$ cat config.mk
export PLATFORM = sky130hd
export DESIGN_NAME = fp_alu_arbiter
export DESIGN_NICKNAME = d
export VERILOG_FILES = /design/src/rtl/fp_alu_arbiter.sv
export SDC_FILE = /design/constraint.sdc
export NUM_CORES = 1
export LEC_CHECK = 0
export ABC_AREA = 1
export BUFFER_PORTS_ARGS = -buffer_cell sky130_fd_sc_hd__buf_2
export CAP_MARGIN = 20
export CORE_MARGIN = 5
export CORE_UTILIZATION = 40
export DETAILED_ROUTE_END_ITERATION = 10
export GPL_TIMING_DRIVEN = 0
export MAX_ROUTING_LAYER = met4
export PLACE_DENSITY = 0.81
export SLEW_MARGIN = 20
export SYNTH_ARGS = -nofsm -noshare
export SYNTH_HDL_FRONTEND = slang
export SYNTH_SLANG_ARGS = --single-unit
$ cat constraint.sdc
create_clock -name clk -period 3.25 [get_ports clk]
set_input_delay 0.65 -clock clk [delete_from_list [all_inputs] [get_ports clk]]
set_output_delay 0.65 -clock clk [all_outputs]
set_load 0.005 [all_outputs]
$ cat src/rtl/fp_alu_arbiter.sv
// Round-robin arbiter that shares one combinational FP_ALU between two requesters.
// Define FP_ARB_ERR_EN to reject op 2'b11 with resp_err instead of issuing it to the ALU.
module fp_alu_arbiter #(
    parameter int WIDTH         = 32,
    parameter int SETTLE_CYCLES = 1
) (
    input  logic             clk,
    input  logic             rst_n,

    input  logic             req0_valid,
    output logic             req0_ready,
    input  logic [WIDTH-1:0] req0_a,
    input  logic [WIDTH-1:0] req0_b,
    input  logic [1:0]       req0_op,

    input  logic             req1_valid,
    output logic             req1_ready,
    input  logic [WIDTH-1:0] req1_a,
    input  logic [WIDTH-1:0] req1_b,
    input  logic [1:0]       req1_op,

    output logic [WIDTH-1:0] alu_para1,
    output logic [WIDTH-1:0] alu_para2,
    output logic [1:0]       alu_op,
    input  logic [WIDTH-1:0] alu_out,
    input  logic             alu_uo,
    input  logic             alu_zero,

    output logic             resp_valid,
    input  logic             resp_ready,
    output logic             resp_id,
    output logic [WIDTH-1:0] resp_data,
    output logic             resp_uo,
    output logic             resp_zero,
    output logic             resp_err,
    output logic             busy
);

    // state   | meaning
    // IDLE    | waiting for a request; ready offered to the round-robin winner
    // EXEC    | ALU inputs held while the settle counter runs down
    // RESP    | captured result presented until the consumer accepts it
    typedef enum logic [1:0] {
        ST_IDLE = 2'd0,
        ST_EXEC = 2'd1,
        ST_RESP = 2'd2
    } state_t;

    localparam logic [3:0] CNT_LOAD = 4'(SETTLE_CYCLES - 1);

    state_t           state_q, state_d;
    logic             last_grant_q, last_grant_d;
    logic [3:0]       cnt_q, cnt_d;
    logic [WIDTH-1:0] alu_para1_q, alu_para1_d;
    logic [WIDTH-1:0] alu_para2_q, alu_para2_d;
    logic [1:0]       alu_op_q, alu_op_d;
    logic             resp_valid_q, resp_valid_d;
    logic             resp_id_q, resp_id_d;
    logic [WIDTH-1:0] resp_data_q, resp_data_d;
    logic             resp_uo_q, resp_uo_d;
    logic             resp_zero_q, resp_zero_d;
    logic             busy_q, busy_d;

    logic             any_valid;
    logic             grant;
    logic             winner;
    logic             take_err;
    logic [WIDTH-1:0] win_a;
    logic [WIDTH-1:0] win_b;
    logic [1:0]       win_op;

    // On contention the requester that did not win last time goes first.
    assign any_valid  = req0_valid | req1_valid;
    assign winner     = (req0_valid & req1_valid) ? ~last_grant_q : req1_valid;
    assign grant      = rst_n & (state_q == ST_IDLE) & any_valid;
    assign req0_ready = grant & ~winner;
    assign req1_ready = grant & winner;

    assign win_a  = winner ? req1_a  : req0_a;
    assign win_b  = winner ? req1_b  : req0_b;
    assign win_op = winner ? req1_op : req0_op;

`ifdef FP_ARB_ERR_EN
    logic resp_err_q, resp_err_d;
    assign take_err = (win_op == 2'b11);
    assign resp_err = resp_err_q;
`else
    assign take_err = 1'b0;
    assign resp_err = 1'b0;
`endif

    always_comb begin
        state_d      = state_q;
        last_grant_d = last_grant_q;
        cnt_d        = cnt_q;
        alu_para1_d  = alu_para1_q;
        alu_para2_d  = alu_para2_q;
        alu_op_d     = alu_op_q;
        resp_valid_d = resp_valid_q;
        resp_id_d    = resp_id_q;
        resp_data_d  = resp_data_q;
        resp_uo_d    = resp_uo_q;
        resp_zero_d  = resp_zero_q;
`ifdef FP_ARB_ERR_EN
        resp_err_d   = resp_err_q;
`endif

        case (state_q)
            ST_IDLE: begin
                if (grant) begin
                    last_grant_d = winner;
                    resp_id_d    = winner;
`ifdef FP_ARB_ERR_EN
                    resp_err_d   = take_err;
`endif
                    // Illegal ops never reach the ALU; the ALU keeps its previous inputs.
                    if (take_err) begin
                        resp_data_d  = '0;
                        resp_uo_d    = 1'b0;
                        resp_zero_d  = 1'b0;
                        resp_valid_d = 1'b1;
                        state_d      = ST_RESP;
                    end else begin
                        alu_para1_d = win_a;
                        alu_para2_d = win_b;
                        alu_op_d    = win_op;
                        cnt_d       = CNT_LOAD;
                        state_d     = ST_EXEC;
                    end
                end
            end

            ST_EXEC: begin
                if (cnt_q == 4'd0) begin
                    resp_data_d  = alu_out;
                    resp_uo_d    = alu_uo;
                    resp_zero_d  = alu_zero;
                    resp_valid_d = 1'b1;
                    state_d      = ST_RESP;
                end else begin
                    cnt_d = cnt_q - 4'd1;
                end
            end

            ST_RESP: begin
                if (resp_ready) begin
                    resp_valid_d = 1'b0;
                    state_d      = ST_IDLE;
                end
            end

            default: begin
                state_d = ST_IDLE;
            end
        endcase

        busy_d = (state_d != ST_IDLE);
    end

    always_ff @(posedge clk) begin
        if (!rst_n) begin
            state_q      <= ST_IDLE;
            last_grant_q <= 1'b1;
            cnt_q        <= 4'd0;
            alu_para1_q  <= '0;
            alu_para2_q  <= '0;
            alu_op_q     <= 2'b00;
            resp_valid_q <= 1'b0;
            resp_id_q    <= 1'b0;
            resp_data_q  <= '0;
            resp_uo_q    <= 1'b0;
            resp_zero_q  <= 1'b0;
            busy_q       <= 1'b0;
`ifdef FP_ARB_ERR_EN
            resp_err_q   <= 1'b0;
`endif
        end else begin
            state_q      <= state_d;
            last_grant_q <= last_grant_d;
            cnt_q        <= cnt_d;
            alu_para1_q  <= alu_para1_d;
            alu_para2_q  <= alu_para2_d;
            alu_op_q     <= alu_op_d;
            resp_valid_q <= resp_valid_d;
            resp_id_q    <= resp_id_d;
            resp_data_q  <= resp_data_d;
            resp_uo_q    <= resp_uo_d;
            resp_zero_q  <= resp_zero_d;
            busy_q       <= busy_d;
`ifdef FP_ARB_ERR_EN
            resp_err_q   <= resp_err_d;
`endif
        end
    end

    assign alu_para1  = alu_para1_q;
    assign alu_para2  = alu_para2_q;
    assign alu_op     = alu_op_q;
    assign resp_valid = resp_valid_q;
    assign resp_id    = resp_id_q;
    assign resp_data  = resp_data_q;
    assign resp_uo    = resp_uo_q;
    assign resp_zero  = resp_zero_q;
    assign busy       = busy_q;

endmodule

-- Word-level counts from Yosys, hierarchy flattened
Cells that the tools add are included.
- word-level logic and storage cells: 50
- bits of input ports: 171
- bits in registers: 110
- bitwise operators: 8
- equality and inequality tests: 6
- reduce and logical (&&, ||, !) cells: 9
- mux-type cells: 14
- add/subtract/negate cells: 1
- operators with widths (cell ; count):
    $mux W32 ; 2
    $mux W2 ; 4
    $mux W4 ; 2
    $ne A2 B2 Y1 const B ; 4
    $pmux W4 S2 ; 1
    $pmux W2 S3 ; 1
    $reduce_and A3 Y1 ; 2
    $reduce_bool A2 Y1 ; 3
    $and A1 B1 Y1 ; 5
    $logic_not A4 Y1 ; 1
    $reduce_and A2 Y1 ; 2
    $sub A4 B1 Y4 const B ; 1
    $mux W1 ; 3
    $eq A2 B1 Y1 const B ; 1
    $eq A2 B2 Y1 const B ; 1
    $logic_not A2 Y1 ; 1
    $not A1 Y1 ; 2
    $pmux W1 S2 ; 1
    $or A1 B1 Y1 ; 1

-- Logic depth before layout (Yosys ltp)
- word-level depth: 6
- mapped depth: 8

-- Worst setup path before layout
No wires, ideal clock.
- path kind: input -> output
- start: in req0_valid
- end: out req1_ready
- required time: 2.600 ns
- path slack: 1.250 ns
- stages: 7
- path buffers: 2
- arrival time: 1.350 ns
- path through: nand2_1 > nand2_1 > buf_4 > buf_2 > inv_1 > nand2_1 > inv_1
- word-level cells in the longest chain between the ends: 3
- elaborated cells between the ends (all ways): 5
- classes of those cells: mux: 1; bitwise: 4
- RTL lines (what ; line ; text):
    start: declaration ; 10 ; input logic req0_valid,
    $or A1 B1 Y1 or $and A1 B1 Y1 (tied branches) ; 73, 74 ;
    $and A1 B1 Y1 or $mux W1 (tied branches) ; 75, 74 ;
    $and A1 B1 Y1 * ; 77 ; assign req1_ready = grant & winner;
    end: declaration ; 17 ; output logic req1_ready,
Mark *: on every way between the ends. The rest lies on a longest branch, timed or not.

-- Final worst setup path
Same ends and word-level chain as after synthesis.

==> results.md <==
Finish:
- The finished layout holds 1169 standard cells, fillers aside.
- The final core utilization is 0.564.
- The number of antenna diodes in the final layout is 0.
- In the layout the commonest cells are sky130_fd_sc_hd__buf_2 (301), sky130_fd_sc_hd__nand2_1 (285), sky130_fd_sc_hd__dfxtp_1 (110).
- The leading cell type in the layout, fill and taps excluded is sky130_fd_sc_hd__buf_2.
- The area of the multi-input gates is 0.00231 sq mm.
- The fraction of final layout cells sized beyond drive strength 1 is 0.322.
- The filler cell count is 1160.
- The footprint of the flip-flops and latches is 0.00220 sq mm.
- The area added between synthesis and finish is 38.9%.
- The number of nets in the final layout is 1189.

Floorplan:
- The core region area is 0.0119 sq mm.
- The die is 120 microns tall.
- For this configuration, the core starts out at a cell density of 0.406.
- The area of the die is 0.0144 sq mm.
- The die width is 120 microns.
- The top-level I/O count is 277.
- The standard-cell row count is 40.

Critical path:
- The kind of end point of the critical path is an output pin.
- Data on the critical path arrives at its endpoint at 1.85 ns.
- By startpoint and endpoint, the worst setup path is classified as in -> out.
- The startpoint kind of the worst setup timing path is an input port.
- The delay contributed by the slowest stage of the critical path is 0.22 ns.
- The flop-to-flop setup slack is 1.64 ns.
- In this run the critical register-to-register path is launched from cnt_q[0].
- The top fanout value on the critical path is 10.
- At the worst endpoint, the required time is 2.60 ns.
- The critical path goes through buf_2, nand2_1, nand2_1, buf_4, buf_2, inv_1, nand2_1, inv_1, buf_2.
- Among all stages on the critical path, the largest delay is contributed by sky130_fd_sc_hd__buf_2.
- In this run the critical register-to-register path is captured at resp_data[14].
- The number of cell instances on the worst register-to-register path is 7.

Synth:
- The fraction of the mapped netlist area in adder cells is 0.00259.
- The fraction of synthesized cell area in xor and xnor cells is 0.
- The post-synth net total is 903.
- The dominant combinational cell family by area after synthesis is simple AND/OR/NAND/NOR gates.
- The mux contribution to synthesized area is 0.
- The post-synthesis area per instance is 6.62 sq um.
- Of the total synthesized cell area, the portion taken by AND, OR, NAND and NOR gates is 0.366.
- The fraction of the mapped netlist area in compound gates is 0.109.
- The post-synthesis register bit count is 110.
- The sequential element share of the synthesized area is 0.455.
- The synthesized netlist occupies a cell area of 0.00484 sq mm.
- The cell count after synthesis came out at 731.
- The Yosys step of the flow raised 0 warnings.
- The count of unique library cells instantiated by Yosys is 19.

Clocking:
- The H-tree generated during clock tree synthesis spans 3 levels.
- The clock reaches the later pin of the worst-skew pair after 0.35 ns.
- The number of clock buffers inserted by TritonCTS is 9.
- After clock tree synthesis, the flow added hold-fix buffers numbering 0.
- CTS placed an instance of sky130_fd_sc_hd__clkbuf_16 at the clock tree root.
- Once the clock tree was built, the resizer swapped 0 gates to a different size.
- In this run the deepest clock path goes through 2 buffers.
- The clock transition at the registers of the reported paths is 0.07 ns.
- TritonCTS built the clock tree.
- Once the clock tree was built, the setup fixing pass inserted 0 buffers.
- For this design, the sink count on the clock tree is 110.

Drt:
- The count of routing violations after the opening detailed-route iteration is 315.
- The first detailed-routing pass took 5 iterations.
- The routed via count divided by cell count is 4.81.
- Once detail routing completed, the nets flagged for antenna violations numbered 0.
- The detailed-route wire length per cell is 14.2 microns.
- The detailed router placed 5623 vias in this run.
- The detailed-route wire length is 16700 microns.
- For this run, design rule violations remaining after detail routing come to 0.

Hold path:
- The start point of the worst min-delay path is alu_para1[25].
- In this run the worst hold path is classified as reg -> reg.
- For hold timing, the worst endpoint is alu_para1[25].
- The depth of the worst hold-timing path is 2.

Timing:
- The fmax is 399 MHz.
- Adding up every negative setup slack in the final design gives 0 ns.
- The clock period minus worst slack is 2.50 ns.
- The setup clock skew after layout is 0.0110 ns.
- The transition time at the pin with the least slew margin is 0.574 ns.
- The number of failing setup endpoints in the final timing report is 0.
- The max-slew violation total from the final report is 0.
- Setup repair after global routing left no endpoint under its margin.
- The tightest slew margin relative to the limit is 0.617.
- The hold violation total from the final report came to 0.
- In the finished design, the share of the clock period the worst path needs comes to 0.771.

Placed design:
- Including well taps, the total number of placed cells is 1153.
- The global placement routability congestion is 0.830.
- The HPWL after detailed placement is 12900 microns.
- During placement, the flow inserted port buffers numbering 275.

Power:
- The share of total power dissipated in the clock network is 0.340.
- The fraction of power spent switching nets is 0.302.
- For this design the total switching power over the nets is 1.04 mW.
- The register share of total power is 0.444.
- The worst-case IR drop observed on VDD is 0.307 mV.
- The combinational group share of total power is 0.216.
- The analysis attributes to cell leakage a power of 3.64 nW.
- Internal power comes to 2.41 mW.
- For this design the ratio of total power to cell area is 514 mW/mm^2.

Job:
- The tool flagged a number of max-cap violations equal to 0.

Global routing:
- Across every metal layer, demand over resource in global routing totals 0.226.
- The total overflow left after global routing is 0.
- The number of antenna violations at the first check in global routing is 0.
- The pin count of the biggest net entering global routing is 22.
- The via count of the first global-routing pass was 5236.
- The first global-routing pass estimated 25600 microns of wire.

Status:
- The run finished with clean final reports.
-- cell usage after synthesis --
library cell,number,area (sq um)
sky130_fd_sc_hd__nor2_1,81,304
sky130_fd_sc_hd__inv_2,3,11.3
sky130_fd_sc_hd__nor2_2,1,6.26
sky130_fd_sc_hd__nor3_1,1,5.00
sky130_fd_sc_hd__a21oi_1,70,350
sky130_fd_sc_hd__o21ai_1,5,25.0
sky130_fd_sc_hd__buf_2,26,130
sky130_fd_sc_hd__nand3_1,73,365
sky130_fd_sc_hd__dfxtp_1,110,2200
sky130_fd_sc_hd__nand3_2,1,10.0
sky130_fd_sc_hd__clkbuf_1,21,78.8
sky130_fd_sc_hd__inv_1,14,52.6
sky130_fd_sc_hd__nand2_1,285,1070
sky130_fd_sc_hd__o21ai_0,30,150
sky130_fd_sc_hd__ha_1,1,12.5
sky130_fd_sc_hd__nor2_4,1,11.3
sky130_fd_sc_hd__conb_1,1,3.75
sky130_fd_sc_hd__buf_1,1,3.75
sky130_fd_sc_hd__buf_4,6,45.0
-- cell type report --
| class | instances | area share |
|---|---|---|
| plain buffers | 54 | 0.0384 |
| clock buffers | 9 | 0.0335 |
| clock inverters | 7 | 0.0145 |
| inverters | 17 | 0.00950 |
| multi-input cells | 550 | 0.344 |
| flip-flops and latches | 110 | 0.328 |
| well taps | 147 | 0.0274 |
| repair buffers | 275 | 0.205 |
-- per-layer routing --
layer,wire length [microns],GRT usage,part of all wire,vias up
met1,7020,0.267,0.42,2504
met4,242,0.0687,0.015,0
met3,1210,0.0438,0.073,18
li1,-,-,-,2893
met2,8180,0.388,0.49,208
met5,0,-,0,-
-- worst max-delay path: cells and delay by family --
family        cells  cell delay, ns
simple gates      3            0.42
buf+inv           6            0.78
-- power groups by stage --
| stage | Sequential (mW) | Combinational, mW | Clock [mW] |
|---|---|---|---|
| 2_1_floorplan | 1.57 | 0.393 | 0 |
| 3_3_place_gp | 1.56 | 0.742 | 0 |
| 3_5_place_dp | 1.56 | 0.751 | 0 |
| 4_1_cts | 1.53 | 0.755 | 1.20 |
| 5_1_grt | 1.55 | 0.845 | 1.26 |
| 6_report | 1.53 | 0.747 | 1.17 |
-- registers in the layout (all words and copies together), names as in the netlist --
signal	flops
resp_id	1
state_q	2
resp_zero	1
alu_op	2
alu_para1	32
busy	1
alu_para2	32
last_grant_q	1
resp_uo	1
resp_valid	1
cnt_q	4
resp_data	32
-- worst max-delay path by stage --
stage          depth (start not counted)  startpoint    endpoint
4_1_cts                                9  req0_valid  req1_ready
3_3_place_gp                           9  req0_valid  req1_ready
2_1_floorplan                          7  req0_valid  req1_ready
5_1_grt                                9  req0_valid  req1_ready
3_5_place_dp                           9  req0_valid  req1_ready
6_report                               9  req0_valid  req1_ready
-- metrics by stage --
stage	total power, mW	hold slack, ns	area (sq um)	worst slack [ns]
floorplan	1.96	0.442	4840	1.25
global placement	2.30	0.449	6400	0.662
detailed placement	2.31	0.452	6400	0.690
finish	3.45	0.462	6720	0.745
CTS	3.49	0.464	6720	0.682
global route	3.65	0.474	6720	0.606
-- logic make-up after synthesis --
kind of cell / after synthesis
other: 1
adders and majority gates: 1
buffers and inverters: 71
DFF: 110
and+or+nand+nor: 443
AOI/OAI and AO/OA: 105
No activity file was read; power rests on OpenSTA's default activity.
